<file path="src/rtl/beam_pulse_rx_if.sv">
// Sample, gate-window and result-handshake bundle for beam_pulse_rx.
// BEAM_PULSE_RX_MISS_EN adds the max_gap / miss signals.
interface beam_pulse_rx_if;
   logic        ena;
   logic [11:0] pulse;
   logic [11:0] window;
   logic        res_ack;
   logic        res_valid;
   logic [11:0] res_count;
   logic [23:0] res_charge;
   logic [11:0] res_min_gap;
   logic [11:0] res_max_gap;
   logic        overrun;
`ifdef BEAM_PULSE_RX_MISS_EN
   logic [11:0] max_gap;
   logic        miss;

   modport master (output ena, pulse, window, res_ack, max_gap,
                   input  res_valid, res_count, res_charge, res_min_gap,
                          res_max_gap, overrun, miss);
   modport slave  (input  ena, pulse, window, res_ack, max_gap,
                   output res_valid, res_count, res_charge, res_min_gap,
                          res_max_gap, overrun, miss);
`else
   modport master (output ena, pulse, window, res_ack,
                   input  res_valid, res_count, res_charge, res_min_gap,
                          res_max_gap, overrun);
   modport slave  (input  ena, pulse, window, res_ack,
                   output res_valid, res_count, res_charge, res_min_gap,
                          res_max_gap, overrun);
`endif
endinterface

</file>
<file path="src/rtl/beam_pulse_rx.sv">
// Beam pulse analyzer: bunch count, charge and bunch spacing per gate window.
// Optional missing-bunch detector enabled by BEAM_PULSE_RX_MISS_EN.
module beam_pulse_rx (
   input  logic              i_clk,
   input  logic              i_reset,
   beam_pulse_rx_if.slave    bus
);
   typedef enum logic {S_IDLE, S_GATE} state_t;
   localparam logic [11:0] GAP_SAT = 12'hFFF;

   state_t      r_state;
   logic        r_ena;
   logic [11:0] r_pulse;
   logic [11:0] r_window;
   logic        r_prev_nz;
   logic        r_have_gap;
   logic [11:0] r_gap;
   logic [11:0] r_gcnt;
   logic [11:0] r_wlast;
   logic [11:0] r_acc_cnt;
   logic [23:0] r_acc_chg;
   logic [11:0] r_acc_min;
   logic [11:0] r_acc_max;
   logic        r_res_valid;
   logic [11:0] r_res_count;
   logic [23:0] r_res_charge;
   logic [11:0] r_res_min;
   logic [11:0] r_res_max;
   logic        r_overrun;

   logic        w_nz;
   logic        w_start;
   logic        w_active;
   logic        w_end;
   logic        w_rec;
   logic        w_latch;
   logic        w_ack;
   logic [11:0] w_wlast;
   logic [11:0] w_cnt;
   logic [23:0] w_chg;
   logic [11:0] w_min;
   logic [11:0] w_max;

   // Per-sample decode and next accumulator values (r_gcnt is 0 throughout IDLE)
   always_comb begin
      w_nz     = (r_pulse != 12'd0);
      w_start  = w_nz && !r_prev_nz;
      w_active = (r_state == S_GATE) || w_start;
      w_wlast  = (r_gcnt == 12'd0) ? (r_window - 12'd1) : r_wlast;
      w_end    = w_active && (r_gcnt == w_wlast);
      w_rec    = w_start && r_have_gap;
      w_cnt    = r_acc_cnt + 12'(w_start);
      w_chg    = r_acc_chg + 24'(r_pulse);
      w_min    = (w_rec && (r_gap < r_acc_min)) ? r_gap : r_acc_min;
      w_max    = (w_rec && (r_gap > r_acc_max)) ? r_gap : r_acc_max;
      w_latch  = r_ena && w_end;
      w_ack    = bus.res_ack && r_res_valid;
   end

`ifdef BEAM_PULSE_RX_MISS_EN
   logic [11:0] r_max_gap;
   logic        r_miss;
   logic        w_miss_set;

   assign w_miss_set = r_ena && (r_state == S_GATE) && (r_max_gap != 12'd0)
                       && (r_gap > r_max_gap);

   always_ff @(posedge i_clk) begin
      if (i_reset) begin
         r_max_gap <= 12'd0;
         r_miss    <= 1'b0;
      end else begin
         r_max_gap <= bus.max_gap;
         r_miss    <= (r_miss && !w_ack) || w_miss_set;
      end
   end

   assign bus.miss = r_miss;
`endif

   always_ff @(posedge i_clk) begin
      if (i_reset) begin
         r_state      <= S_IDLE;
         r_ena        <= 1'b0;
         r_pulse      <= 12'd0;
         r_window     <= 12'd0;
         r_prev_nz    <= 1'b0;
         r_have_gap   <= 1'b0;
         r_gap        <= 12'd0;
         r_gcnt       <= 12'd0;
         r_wlast      <= 12'd0;
         r_acc_cnt    <= 12'd0;
         r_acc_chg    <= 24'd0;
         r_acc_min    <= GAP_SAT;
         r_acc_max    <= 12'd0;
         r_res_valid  <= 1'b0;
         r_res_count  <= 12'd0;
         r_res_charge <= 24'd0;
         r_res_min    <= GAP_SAT;
         r_res_max    <= 12'd0;
         r_overrun    <= 1'b0;
      end else begin
         r_ena    <= bus.ena;
         r_pulse  <= bus.pulse;
         r_window <= bus.window;

         if (r_ena) begin
            r_prev_nz <= w_nz;
            if (w_start) begin
               r_gap      <= 12'd1;
               r_have_gap <= 1'b1;
            end else if (r_gap != GAP_SAT) begin
               r_gap <= r_gap + 12'd1;
            end

            // Gates run back to back: cycle W-1 latches and reopens at cycle 0
            if (w_active) begin
               r_state <= S_GATE;
               r_wlast <= w_wlast;
               if (w_end) begin
                  r_gcnt    <= 12'd0;
                  r_acc_cnt <= 12'd0;
                  r_acc_chg <= 24'd0;
                  r_acc_min <= GAP_SAT;
                  r_acc_max <= 12'd0;
               end else begin
                  r_gcnt    <= r_gcnt + 12'd1;
                  r_acc_cnt <= w_cnt;
                  r_acc_chg <= w_chg;
                  r_acc_min <= w_min;
                  r_acc_max <= w_max;
               end
            end
         end

         // A coincident ack retires the old result, so the new one is no overrun
         if (w_latch) begin
            r_res_valid  <= 1'b1;
            r_res_count  <= w_cnt;
            r_res_charge <= w_chg;
            r_res_min    <= w_min;
            r_res_max    <= w_max;
            r_overrun    <= !w_ack && (r_res_valid || r_overrun);
         end else if (w_ack) begin
            r_res_valid <= 1'b0;
            r_overrun   <= 1'b0;
         end
      end
   end

   assign bus.res_valid   = r_res_valid;
   assign bus.res_count   = r_res_count;
   assign bus.res_charge  = r_res_charge;
   assign bus.res_min_gap = r_res_min;
   assign bus.res_max_gap = r_res_max;
   assign bus.overrun     = r_overrun;
endmodule

</file>
<file path="src/flat_wrapper.sv">
// flat-port wrapper written by rule: the top's interface ports become plain ports
module beam_pulse_rx_flat 
  (i_clk, i_reset, bus_ena, bus_pulse, bus_window, bus_res_ack, bus_res_valid, bus_res_count, bus_res_charge, bus_res_min_gap, bus_res_max_gap, bus_overrun);
  beam_pulse_rx_if bus_i ();
  input  logic i_clk;
  input  logic i_reset;
  input wire logic [$bits(bus_i.ena)-1:0] bus_ena;
  input wire logic [$bits(bus_i.pulse)-1:0] bus_pulse;
  input wire logic [$bits(bus_i.window)-1:0] bus_window;
  input wire logic [$bits(bus_i.res_ack)-1:0] bus_res_ack;
  output wire logic [$bits(bus_i.res_valid)-1:0] bus_res_valid;
  output wire logic [$bits(bus_i.res_count)-1:0] bus_res_count;
  output wire logic [$bits(bus_i.res_charge)-1:0] bus_res_charge;
  output wire logic [$bits(bus_i.res_min_gap)-1:0] bus_res_min_gap;
  output wire logic [$bits(bus_i.res_max_gap)-1:0] bus_res_max_gap;
  output wire logic [$bits(bus_i.overrun)-1:0] bus_overrun;
  assign bus_i.ena = bus_ena;
  assign bus_i.pulse = bus_pulse;
  assign bus_i.window = bus_window;
  assign bus_i.res_ack = bus_res_ack;
  assign bus_res_valid = bus_i.res_valid;
  assign bus_res_count = bus_i.res_count;
  assign bus_res_charge = bus_i.res_charge;
  assign bus_res_min_gap = bus_i.res_min_gap;
  assign bus_res_max_gap = bus_i.res_max_gap;
  assign bus_overrun = bus_i.overrun;
  beam_pulse_rx u_core (.i_clk(i_clk), .i_reset(i_reset), .bus(bus_i));
endmodule
</file>
<file path="config.mk">
export PLATFORM = sky130hd
export DESIGN_NAME = beam_pulse_rx_flat
export DESIGN_NICKNAME = d
export VERILOG_FILES = /design/src/rtl/beam_pulse_rx_if.sv /design/src/rtl/beam_pulse_rx.sv /design/src/flat_wrapper.sv
export SDC_FILE = /design/constraint.sdc
export NUM_CORES = 1
export LEC_CHECK = 0
export ABC_CLOCK_PERIOD_IN_PS = 2800
export CAP_MARGIN = 20
export CORE_ASPECT_RATIO = 1.25
export CORE_MARGIN = 4
export CORE_UTILIZATION = 40
export CTS_CLUSTER_DIAMETER = 120
export DETAILED_ROUTE_END_ITERATION = 10
export PLACE_DENSITY_LB_ADDON = 0.08
export SLEW_MARGIN = 15
export SYNTH_ARGS = -nofsm -noshare
export SYNTH_HDL_FRONTEND = slang
export SYNTH_SLANG_ARGS = --single-unit
</file>
<file path="constraint.sdc">
create_clock -name i_clk -period 2.8 [get_ports i_clk]
set_input_delay 0.56 -clock i_clk [delete_from_list [all_inputs] [get_ports i_clk]]
set_output_delay 0.56 -clock i_clk [all_outputs]
set_load 0.005 [all_outputs]
</file>
======== Word level (Yosys, flattened, before mapping) ========
Index checks and enable logic that the tools add are counted.
storage, ports and cells
  word-level logic and storage cells ...... 60
  register bits ........................... 186
cells by class
  add/sub/neg operators ................... 5
  multiplexer cells ....................... 13
  reductions and logical operators ........ 19
  magnitude comparators ................... 2
  equal/unequal tests ..................... 2
operators with widths
  cell                                                 number
  two-way mux 12 bit                                   9
  adder 12 x 1 -> 12 bit (second input constant)       2
  adder 24 x 12 -> 24 bit                              1
  two-way mux 24 bit                                   1
  adder 12 x 1 -> 12 bit                               1
  equality test 12 bit                                 1
  greater-than comparator 12 bit                       1
  zero test 12 bit                                     1
  less-than comparator 12 bit                          1
  != test 12 bit (second input constant)               1
  nonzero test 12 bit                                  1
  subtractor 12 x 1 -> 12 bit (second input constant)  1
  logical AND 1 bit                                    8
  AND reduction 2 bit                                  3
  nonzero test 2 bit                                   2
  two-way mux 1 bit                                    3
  zero test 1 bit                                      2
  logical OR 1 bit                                     2

======== Logic depth before layout (Yosys ltp) ========
Gate-level depths: netlist of the first run.
  word-level depth ........................ 6
  mapped depth ............................ 13

======== Least setup slack after synthesis of the first run ========
No wires, ideal clock.
  kind .................................... register to register
  start point ............................. reg u_core.r_acc_chg[0]
  end point ............................... reg u_core.r_acc_chg[16]
  setup slack ............................. -0.264 ns
  clock period less this slack ............ 3.064 ns
  required time ........................... 2.678 ns
  data arrival time ....................... 2.942 ns
  stages on the path, launching flop included .. 11
  path buffers ............................ 0
  cell sequence ........................... dfxtp_1 -> ha_1 -> fa_1 -> a211oi_1 -> nor2_1 -> a31o_2 -> o41ai_1 -> nor2_1 -> nand3_1 -> nor2_1 -> a221o_1
between the ends
  longest elaborated chain between the ends .. 2
RTL lines
  item                     RTL line              RTL
  start, declared          beam_pulse_rx.sv:21   logic [23:0] r_acc_chg;
  start signal, assigned   beam_pulse_rx.sv:129  r_acc_chg <= w_chg;
  adder 24 x 12 -> 24 bit  beam_pulse_rx.sv:53   w_chg = r_acc_chg + 24'(r_pulse);
  two-way mux 24 bit       beam_pulse_rx.sv:120  if (w_end) begin
Every way passes these cells.
A chain may end at the register's enable or synchronous reset.

======== Worst setup path in the final report of the first run ========
  start point ............................. reg u_core.r_gcnt[8]
  end point ............................... reg u_core.r_acc_chg[18]
between the ends
  longest elaborated chain between the ends .. 5
RTL lines
  item                    RTL line              RTL
  start, declared         beam_pulse_rx.sv:18   logic [11:0] r_gcnt;
  start signal, assigned  beam_pulse_rx.sv:127  r_gcnt <= r_gcnt + 12'd1;
  zero test 12 bit        beam_pulse_rx.sv:49   w_wlast = (r_gcnt == 12'd0) ? (r_window - 12'd1) : r_wlast;
  two-way mux 12 bit      beam_pulse_rx.sv:49
  equality test 12 bit *  beam_pulse_rx.sv:50   w_end = w_active && (r_gcnt == w_wlast);
  logical AND 1 bit *     beam_pulse_rx.sv:50
  two-way mux 24 bit *    beam_pulse_rx.sv:120
Every way passes the cells marked *; elsewhere a longest branch is shown, timed or not.

==> metrics.md, run 1 <==
| Metric | Value |
|---|---|
| Outcome | `complete, no violations` |
| Cell count of the worst reg-to-reg path | `10` |
| Total gr overflow | `0` |
| Total of max-cap violations | `0` |
| Per-cell routed wire length | `16.3 um` |
| WL final | `23,300 um` |
| RSZ-0062 raised after global routing | `true` |
| First-pass GRT wire length | `36,800 um` |
| Reg2Reg Setup Slack | `0.09 ns` |
| Slowest CP cell | `or4_4` |
| F_max | `369 MHz` |
| Hold WS | `0.471 ns` |
| Clock skew | `0.0121 ns` |
| Ports | `90` |
| Port bufs | `89` |
| Yosys cell types | `65` |
| Worst Tran Pin Value | `0.579 ns` |
| Area grow syn2layout | `30.6%` |
| DR vias/cell | `5.22` |
| Initial Util | `40.9%` |
| Syn nets | `1,076` |
| Max Slew Vio Count | `0` |
| WS Path Type | `reg -> reg` |
| HP Start | `u_core.r_acc_max[3]` |
| Vias in the first global route | `7,399` |
| Leakage Power | `0.00445 uW` |
| Die X | `141 um` |
| Met2 wire len | `12,200 um` |
| Most used DFF post-synth | `dfxtp_1` |
| Clock H-tree levels | `4` |
| Average size of a mapped cell | `8.82 um2` |
| WP data required | `3.11 ns` |
| Synth async-reset ratio | `0%` |
| CTS sink count | `186` |
| Pwr dens | `509 mW/mm2` |
| DR top layer | `met4` |
| CTS tree | `yes` |
| Hold path cells | `2` |
| CP most frequent cell | `buf_6` |
| M1 WL | `10,400 um` |
| Worst r2r dst | `u_core.r_acc_chg[18]` |
| Reg area | `0.00373 mm2` |
| Share of cells above drive strength 1 | `14.8%` |
| Drt pass-1 iters | `5` |
| Final hold vios | `0` |
| Sequential area share after synthesis | `41.9%` |
| Area of the multi-input gates | `0.00490 mm2` |
| Min cycle time layout | `2.71 ns` |
| Hold path endpoint | `u_core.r_acc_max[3]` |
| Non-Filler Instances | `1,436` |
| Total number of vias | `7,497` |
| Root Driver | `clkbuf_16` |
| Flops & latches, synth | `186` |
| Type of the most critical hold path | `reg -> reg` |
| Area of the mapped netlist | `0.00888 mm2` |
| Crit path cell chain | `inv_1 -> a222oi_1 -> mux2_2 -> o211ai_1 -> or4_4 -> buf_6 -> nor2_4 -> buf_6 -> nor4bb_4 -> a221o_1` |
| Num CTS Buffers | `17` |
| # DRC | `0` |
| Reg2reg start | `u_core.r_gcnt[8]` |
| Die Ht | `175 um` |
| Fillers | `2,044` |
| Die Footprint | `0.0247 mm2` |
| CP arrival | `3.02 ns` |
| GR Util All Layers | `18.2%` |
| Largest net degree at the start of global routing | `38` |
| YS warnings | `0` |
| GP Congestion | `0.821` |
| Nets | `1,215` |
| Number of flops mapped to enable cells by yosys | `0` |
| Most frequent cells in the layout | `dfxtp_1 (181), nor2_1 (127), clkdlybuf4s50_1 (88)` |
| Antenna diodes | `0` |
| Row cnt | `60` |
| Final period util | `96.7%` |
| Worst slew margin | `61.1%` |
| DRT iter0 DRCs | `235` |
| Most common library cell in the layout ignoring fill and taps | `dfxtp_1` |
| Worst-Skew Late Latency | `0.43 ns` |
| Final setup vio count | `0` |
| DP Cell Count | `1,396` |
| Antenna violation net count after detailed routing | `0` |
| Dpl hpwl | `16,500 um` |
| Clock Pin Slew Worst Setup and Hold Paths | `0.07 ns` |
| CTS Hold Buffers Added | `0` |
| Routed wl met3 | `450 um` |
| Post-Syn Instances | `1,006` |
| Critical path capture point type | `flip-flop` |
| Crit path launch type | `flip-flop` |
| Power Total | `5900 uW` |
| Crit path largest cell delay | `0.53 ns` |
| Clk buf depth | `2` |
| Initial antenna violation count | `0` |
| Critical path fanouts, max | `6` |
| Core area | `0.0217 mm2` |
| Peak VDD IR | `0.000402 V` |
[area by class of cell]
class,instances,area share (%)
Clock buffer,19,3.73
Clock inverter,12,1.62
Inverter,44,1.42
Multi-Input combinational cell,711,42.2
Sequential cell,186,32.2
Tap cell,279,3.01
Timing Repair Buffer,185,15.8
[critical path, delay by kind of cell (launching register included)]
family	cells	cell delay [ns]
compound gates	3	0.68
buf+inv	3	0.43
flops	1	0.48
mux	1	0.22
simple gates	3	0.77
[cell usage after synthesis, drive strengths merged, types with 3 or more instances]
| library cell | number | area share [%] |
|---|---|---|
| nand2 | 57 | 2.4 |
| nand2b | 13 | 0.92 |
| o2111ai | 5 | 0.49 |
| dfxtp | 186 | 42 |
| nor3 | 26 | 1.6 |
| o21ai | 21 | 1.2 |
| mux2i | 31 | 3.5 |
| a211oi | 59 | 5.0 |
| o22ai | 3 | 0.21 |
| a21oi | 45 | 2.5 |
| and3 | 12 | 0.85 |
| a21o | 5 | 0.42 |
| a22o | 19 | 1.9 |
| ha | 41 | 5.8 |
| o211ai | 3 | 0.25 |
| o22a | 12 | 1.2 |
| clkbuf | 46 | 1.9 |
| xnor2 | 34 | 3.4 |
| o21a | 3 | 0.25 |
| nor4b | 3 | 0.30 |
| buf | 19 | 1.2 |
| o31ai | 9 | 0.76 |
| nand4 | 17 | 1.2 |
| and2 | 14 | 0.99 |
| nor2 | 129 | 5.5 |
| o41ai | 3 | 0.30 |
| xor2 | 33 | 3.3 |
| inv | 44 | 1.9 |
| nor2b | 34 | 2.4 |
| nor4 | 7 | 0.73 |
| nand3 | 34 | 2.0 |
[power breakdown]
part,switching (uW),internal (uW),total (uW)
clock network,1070,1510,2580
logic,297,268,565
registers,51.4,2700,2760
[state kept, by name (all words and copies together) (netlist names)]
register / count
u_core.bus.overrun: 1
u_core.bus.res_charge: 24
u_core.bus.res_count: 12
u_core.bus.res_max_gap: 12
u_core.bus.res_min_gap: 12
u_core.bus.res_valid: 1
u_core.r_acc_chg: 24
u_core.r_acc_cnt: 12
u_core.r_acc_max: 12
u_core.r_acc_min: 12
u_core.r_ena: 1
u_core.r_gap: 12
u_core.r_gcnt: 12
u_core.r_have_gap: 1
u_core.r_prev_nz: 1
u_core.r_pulse: 12
u_core.r_state: 1
u_core.r_window: 12
u_core.r_wlast: 12
[stage by stage]
step	utilization, %	cell area, um2	TNS [ns]	setup WS, ns
3_3_place_gp	49.0	10600	0	0.000739
6_report	53.4	11600	0	0.0915
3_5_place_dp	49.0	10600	-4.83	-0.120
4_1_cts	52.0	11300	0	0.0161
2_1_floorplan	-	8880	0	0.000523
5_1_grt	53.4	11600	-1.38	-0.0529
[per-layer routing]
metal,vias up,global-route usage [%]
met5,-,0
met3,19,2.81
met4,0,4.73
met2,80,33.1
met1,3569,22.1
li1,3829,-
[worst max path at each step]
stage                           startpoint                         to  slack, ns
after floorplan           u_core.r_gcnt[0]       u_core.r_acc_chg[13]     0.0005
after global placement    u_core.r_gcnt[0]       u_core.r_acc_chg[16]     0.0007
after detailed placement  u_core.r_gcnt[0]       u_core.r_acc_chg[16]      -0.12
after CTS                 u_core.r_gcnt[0]       u_core.r_acc_chg[18]       0.02
after global routing      u_core.r_gcnt[1]  u_core.bus.res_max_gap[4]      -0.05
final                     u_core.r_gcnt[8]       u_core.r_acc_chg[18]       0.09
[kinds of logic after synthesis]
family                     share of synthesized area, %
and+or+nand+nor                                    20.1
AOI/OAI and AO/OA                                  16.7
DFF                                                41.9
buffers and inverters                              4.96
xor gates and xnor gates                           6.61
adders and majority gates                          6.00
muxes                                              3.62
[timing repair]
item / 4_1_cts / 5_1_grt
gates cloned: 0 / 5
endpoints found under the setup margin: 106 / 112
pin swaps: 1 / 13
gates resized for setup: 3 / 42
setup buffers: 1 / 3
No activity file was read; power rests on OpenSTA's default activity.
==> run 2: changes to the inputs <==
Settings changed: CORE_MARGIN 4 to 3, SKIP_LAST_GASP set to 1, SLEW_MARGIN 15 to unset.
==> metrics.md, run 2 (same netlist as run 1, synthesis figures left out) <==
| Metric | Value |
|---|---|
| Area of the multi-input gates | `0.00492 mm2 (+0.54%)` |
| Clock skew | `0.0138 ns (+0.00168 ns)` |
| Worst slew margin | `45.8% (-15 points)` |
| Leakage Power | `0.00442 uW (-0.66%)` |
| Per-cell routed wire length | `16.1 um (-0.77%)` |
| First-pass GRT wire length | `37,300 um (+1.5%)` |
| Dpl hpwl | `16,500 um (-0.39%)` |
| Final setup vio count | `0 (unchanged)` |
| Largest net degree at the start of global routing | `53 (+39%)` |
| Slowest CP cell | `or4_4` |
| Drt pass-1 iters | `4 (-1)` |
| WS Path Type | `reg -> reg` |
| Pre-CTS setup slack | `-0.136 ns (-0.0163 ns)` |
| Initial antenna violation count | `0 (unchanged)` |
| Crit path largest cell delay | `0.59 ns (+0.06 ns)` |
| CTS sink count | `186 (unchanged)` |
| Final hold vios | `0 (unchanged)` |
| Port bufs | `89 (unchanged)` |
| GR Util met3 | `3.29% (+0.49 points)` |
| Antenna violation net count after detailed routing | `0 (unchanged)` |
| DP Area | `0.0106 mm2 (-0.40%)` |
| Fillers | `2,035 (-0.44%)` |
| Antenna diodes | `0 (unchanged)` |
| GP Congestion | `0.834 (+1.6%)` |
| Total number of vias | `7,472 (-0.33%)` |
| CTS tree | `yes` |
| WL final | `23,100 um (-0.98%)` |
| Total of max-cap violations | `0 (unchanged)` |
| F_max | `370 MHz (+0.26%)` |
| # DRC | `0 (unchanged)` |
| Max Slew Vio Count | `0 (unchanged)` |
| Type of the most critical hold path | `reg -> reg` |
| DR vias/cell | `5.21 (-0.12%)` |
| Hold WS | `0.469 ns (-0.00120 ns)` |
| WP data required | `3.15 ns (+0.04 ns)` |
| Die Ht | `173 um (-1.1%)` |
| Most frequent cells in the layout | `dfxtp_1 (179), nor2_1 (125), clkdlybuf4s50_1 (88)` |
| Vias in the first global route | `7,431 (+0.43%)` |
| Min cycle time layout | `2.70 ns (-0.00714 ns)` |
| Ports | `90 (unchanged)` |
| Initial Util | `40.9% (unchanged)` |
| Worst Tran Pin Value | `0.809 ns (+0.231 ns)` |
| Reg area | `0.00373 mm2 (+0.13%)` |
| Final setup margin | `0.0986 ns (+0.00714 ns)` |
| Clk buf depth | `2 (unchanged)` |
| GR peak layer | `met2` |
| Num CTS Buffers | `17 (unchanged)` |
| RSZ-0062 raised after global routing | `true` |
| Share of cells above drive strength 1 | `15.5% (+0.73 points)` |
| Root Driver | `clkbuf_16` |
| Core area | `0.0217 mm2 (unchanged)` |
| Met1 Track Usage GR | `22.9% (+0.78 points)` |
| Crit path launch type | `flip-flop` |
| DRT iter0 DRCs | `343 (+46%)` |
| Pwr dens | `498 mW/mm2 (-2.2%)` |
| Power Total | `5760 uW (-2.5%)` |
| Clock H-tree levels | `4 (unchanged)` |
| Outcome | `complete, no violations` |
| Row cnt | `60 (unchanged)` |
| Critical path fanouts, max | `13 (+7)` |
| GR Util All Layers | `18.7% (+0.54 points)` |
| Nets | `1,211 (-0.33%)` |
| CP arrival | `3.05 ns (+0.03 ns)` |
| Final period util | `96.5% (-0.25 points)` |
| Fin util | `53.3% (-0.13 points)` |
| Critical path capture point type | `flip-flop` |
| Die X | `139 um (-1.4%)` |
| Die Footprint | `0.0240 mm2 (-2.5%)` |
| Most common library cell in the layout ignoring fill and taps | `dfxtp_1` |
| Area grow syn2layout | `30.3%` |
| Fin area | `0.0116 mm2 (-0.24%)` |
| Total gr overflow | `0 (unchanged)` |
| Crit path cell chain | `inv_1 -> a222oi_1 -> mux2_4 -> o211ai_1 -> or4_4 -> nor3_4 -> buf_6 -> clkbuf_16 -> nor2_1 -> a211oi_1` |
| Clock Pin Slew Worst Setup and Hold Paths | `0.07 ns (about the same)` |
| Peak VDD IR | `0.000408 V (+1.5%)` |
| GRT met2 Usage | `34.0% (+0.84 points)` |
| Worst-Skew Late Latency | `0.43 ns (about the same)` |
[run 2: final timing paths]
kind	from	slack (ns)	depth (start not counted)	endpoint
max reg2reg	u_core.r_gcnt[7]	0.1	10	u_core.bus.res_count[5]
min reg2reg	u_core.r_acc_max[10]	0.47	2	u_core.r_acc_max[10]
min	u_core.r_acc_max[10]	0.47	2	u_core.r_acc_max[10]
max	u_core.r_gcnt[7]	0.1	10	u_core.bus.res_count[5]
[run 2: final cells by class]
cell class,instances,area share (%)
Tap cell,279,3.02
Clock buffer,17,3.68
Multi-Input combinational cell,711,42.6
Inverter,44,1.43
Sequential cell,186,32.3
Timing Repair Buffer,181,15.6
Clock inverter,15,1.40
[run 2: metrics by stage]
stage,setup TNS (ns),instances
after floorplan,0,1006
after global placement,-0.00367,1392
after detailed placement,-7.18,1392
after CTS,-0.00998,1424
after global routing,-1.61,1433
final,0,1433
[run 2: report_power, final]
group | internal, uW | leakage (uW) | total, uW | switching [uW]
Sequential | 2700 | 0.00151 | 2750 | 48.8
Combinational | 265 | 0.00262 | 564 | 299
Clock | 1340 | 0.000288 | 2440 | 1110
[run 2: worst max-delay path: cells and delay by family, from the launching register on]
| family | cells | cell delay [ns] |
|---|---|---|
| muxes | 1 | 0.22 |
| and+or+nand+nor | 3 | 0.86 |
| buffers and inverters | 3 | 0.48 |
| DFF | 1 | 0.39 |
| AOI/OAI and AO/OA | 3 | 0.66 |
[run 2: what timing repair did]
action | in CTS | in global routing
hold buffers | 0 | 0
buffers inserted | 0 | 4
gates cloned | 0 | 5
endpoints found under the setup margin | 111 | 127
endpoints found under the hold margin | 0 | 0
pin swaps | 0 | 13
gates resized for setup | 2 | 58
[run 2: metal layers]
metal | vias up | routed length, um
met5 | - | 0
met4 | 0 | 272
met3 | 18 | 503
met2 | 80 | 12000
met1 | 3549 | 10300
li1 | 3825 | -
==> run 3: changes to the inputs <==
Settings changed: RECOVER_POWER set to 50.
==> metrics.md, run 3 (same netlist as run 1, synthesis figures left out) <==
| Metric | Value |
|---|---|
| Outcome | `complete, no violations` |
| HP Start | `u_core.r_acc_max[10]` |
| RSZ-0062 raised after global routing | `true` |
| Drt pass-1 iters | `4 (unchanged)` |
| DRT iter0 DRCs | `355 (+3.5%)` |
| Num CTS Buffers | `17 (unchanged)` |
| DP Cell Count | `1,392 (unchanged)` |
| M1 WL | `10,300 um (-0.27%)` |
| CP arrival | `3.05 ns (about the same)` |
| # DRC | `0 (unchanged)` |
| DR vias/cell | `5.21 (-0.13%)` |
| Dpl hpwl | `16,500 um (unchanged)` |
| Routed wl met3 | `495 um (-1.6%)` |
| Total of max-cap violations | `0 (unchanged)` |
| Die Footprint | `0.0240 mm2 (unchanged)` |
| Switch Pwr | `1450 uW (about the same)` |
| Worst r2r dst | `u_core.bus.res_count[5]` |
| First-pass GRT wire length | `37,300 um (unchanged)` |
| F_max | `370 MHz (-0.12%)` |
| CTS sink count | `186 (unchanged)` |
| Max Slew Vio Count | `0 (unchanged)` |
| Final period util | `96.6% (+0.12 points)` |
| WS Path Type | `reg -> reg` |
| Crit path launch type | `flip-flop` |
| Ports | `90 (unchanged)` |
| Min cycle time layout | `2.70 ns (+0.00322 ns)` |
| Final setup vio count | `0 (unchanged)` |
| Reg2reg start | `u_core.r_gcnt[7]` |
| Fin util | `53.3% (about the same)` |
| Clock Pin Slew Worst Setup and Hold Paths | `0.07 ns (about the same)` |
| WL final | `23,100 um (about the same)` |
| Reg2Reg Setup Slack | `0.1 ns (about the same)` |
| Non-Filler Instances | `1,433 (unchanged)` |
| GP Congestion | `0.834 (unchanged)` |
| Comb pwr share | `9.7% (about the same)` |
| Worst Tran Pin Value | `0.823 ns (+0.0135 ns)` |
| GR Util All Layers | `18.7% (unchanged)` |
| Die X | `139 um (unchanged)` |
| Area grow syn2layout | `30.2% (about the same)` |
| Clock Power Share | `42.4% (about the same)` |
| Type of the most critical hold path | `reg -> reg` |
| Die Ht | `173 um (unchanged)` |
| Share of cells above drive strength 1 | `15.2% (-0.35 points)` |
| Clock H-tree levels | `4 (unchanged)` |
| Peak VDD IR | `0.000408 V (+0.16%)` |
| Worst slew margin | `44.9% (-0.90 points)` |
| Port bufs | `89 (unchanged)` |
| Nets | `1,211 (unchanged)` |
| Antenna violation net count after detailed routing | `0 (unchanged)` |
| Reg area | `0.00373 mm2 (unchanged)` |
| Power Total | `5750 uW (about the same)` |
| Leakage Power | `0.00456 uW (+3.1%)` |
| Most common library cell in the layout ignoring fill and taps | `dfxtp_1` |
| Root Driver | `clkbuf_16` |
| Total number of vias | `7,462 (-0.13%)` |
| Fillers | `2,038 (+0.15%)` |
| DR top layer | `met4` |
| Area of the multi-input gates | `0.00492 mm2 (unchanged)` |
| Setup TNS | `0 ns (unchanged)` |
| Core area | `0.0217 mm2 (unchanged)` |
| WP data required | `3.15 ns (about the same)` |
| Initial antenna violation count | `0 (unchanged)` |
| Hold path endpoint | `u_core.r_acc_max[10]` |
| Hold path cells | `2 (unchanged)` |
| Register share of total power | `47.8% (about the same)` |
| Largest net degree at the start of global routing | `53 (unchanged)` |
| CTS tree | `yes` |
| Vias in the first global route | `7,431 (unchanged)` |
| Row cnt | `60 (unchanged)` |
| Cell count of the worst reg-to-reg path | `10 (unchanged)` |
| Clock skew | `0.0139 ns (+0.0000740 ns)` |
| Per-cell routed wire length | `16.1 um (about the same)` |
| Critical path capture point type | `flip-flop` |
| Met2 wire len | `12,100 um (+0.31%)` |
| Antenna diodes | `0 (unchanged)` |
| Total gr overflow | `0 (unchanged)` |
| Cell-internal power | `4300 uW (about the same)` |
| Initial Util | `40.9% (unchanged)` |
| Pwr dens | `498 mW/mm2 (about the same)` |
| Net Sw Frac | `25.2% (about the same)` |
| Clk buf depth | `2 (unchanged)` |
| Worst-Skew Late Latency | `0.44 ns (about the same)` |
| Most frequent cells in the layout | `dfxtp_1 (179), nor2_1 (125), buf_4 (70)` |
| Critical path fanouts, max | `13 (unchanged)` |
| Final hold vios | `0 (unchanged)` |
[run 3: cell count changes in the layout (fill, tap and decap cells not counted), sizes merged]
cell	before	now
buf	89	87
clkbuf	21	23
clkdlybuf4s50	88	26
dlygate4sd3	0	62
[run 3: power groups by stage]
stage	Sequential, uW	Clock, uW	Combinational, uW
3_5_place_dp	2810	0	536
3_3_place_gp	2810	0	534
6_report	2750	2440	560
5_1_grt	2760	2580	620
2_1_floorplan	2800	0	336
4_1_cts	2750	2500	540
[run 3: layer usage]
layer  vias up  track usage [%]
met5         -                0
met3        16             3.29
met2        83             34.0
met4         0             4.61
li1       3816                -
met1      3547             22.9
[run 3: timing repair]
| item | CTS | global route |
|---|---|---|
| gates cloned | 0 | 5 |
| hold buffers | 0 | 0 |
| endpoints found under the setup margin | 111 | 127 |
| gates resized for setup | 2 | 58 |
| buffers inserted | 0 | 4 |
| pin swaps | 0 | 13 |
[run 3: metrics by stage]
stage	setup slack, ns	cell area (um2)	hold slack [ns]
final	0.0954	11600	0.469
after global routing	-0.0707	11600	0.490
after CTS	-0.00998	11200	0.470
after detailed placement	-0.136	10600	0.459
after global placement	-0.00216	10600	0.456
after floorplan	0.000523	8880	0.432
[run 3: critical path, stage by stage (launching register included)]
cell       delay [ns]
dfxtp_2          0.39
inv_1            0.08
a222oi_1         0.38
mux2_4           0.22
o211ai_1         0.08
or4_4            0.59
nor3_4           0.22
buf_6            0.21
clkbuf_16        0.19
nor2_1           0.05
a211oi_1         0.20
[run 3: cell type report]
class | instances | area share [%]
Clock inverter | 15 | 1.40
Inverter | 44 | 1.43
Clock buffer | 17 | 3.68
Tap cell | 279 | 3.02
Sequential cell | 186 | 32.3
Timing Repair Buffer | 181 | 15.6
Multi-Input combinational cell | 711 | 42.6
[run 3: worst max-delay path by stage]
stage | start | to | slack, ns | cells past startpoint
final | u_core.r_gcnt[7] | u_core.bus.res_count[5] | 0.1 | 10
after global routing | u_core.r_gcnt[1] | u_core.bus.res_charge[12] | -0.07 | 12
after CTS | u_core.r_gcnt[0] | u_core.bus.res_count[10] | -0.01 | 12
after detailed placement | u_core.r_gcnt[0] | u_core.bus.res_count[10] | -0.14 | 12
after global placement | u_core.r_gcnt[0] | u_core.bus.res_count[1] | -0.002 | 12
after floorplan | u_core.r_gcnt[0] | u_core.r_acc_chg[13] | 0.0005 | 13
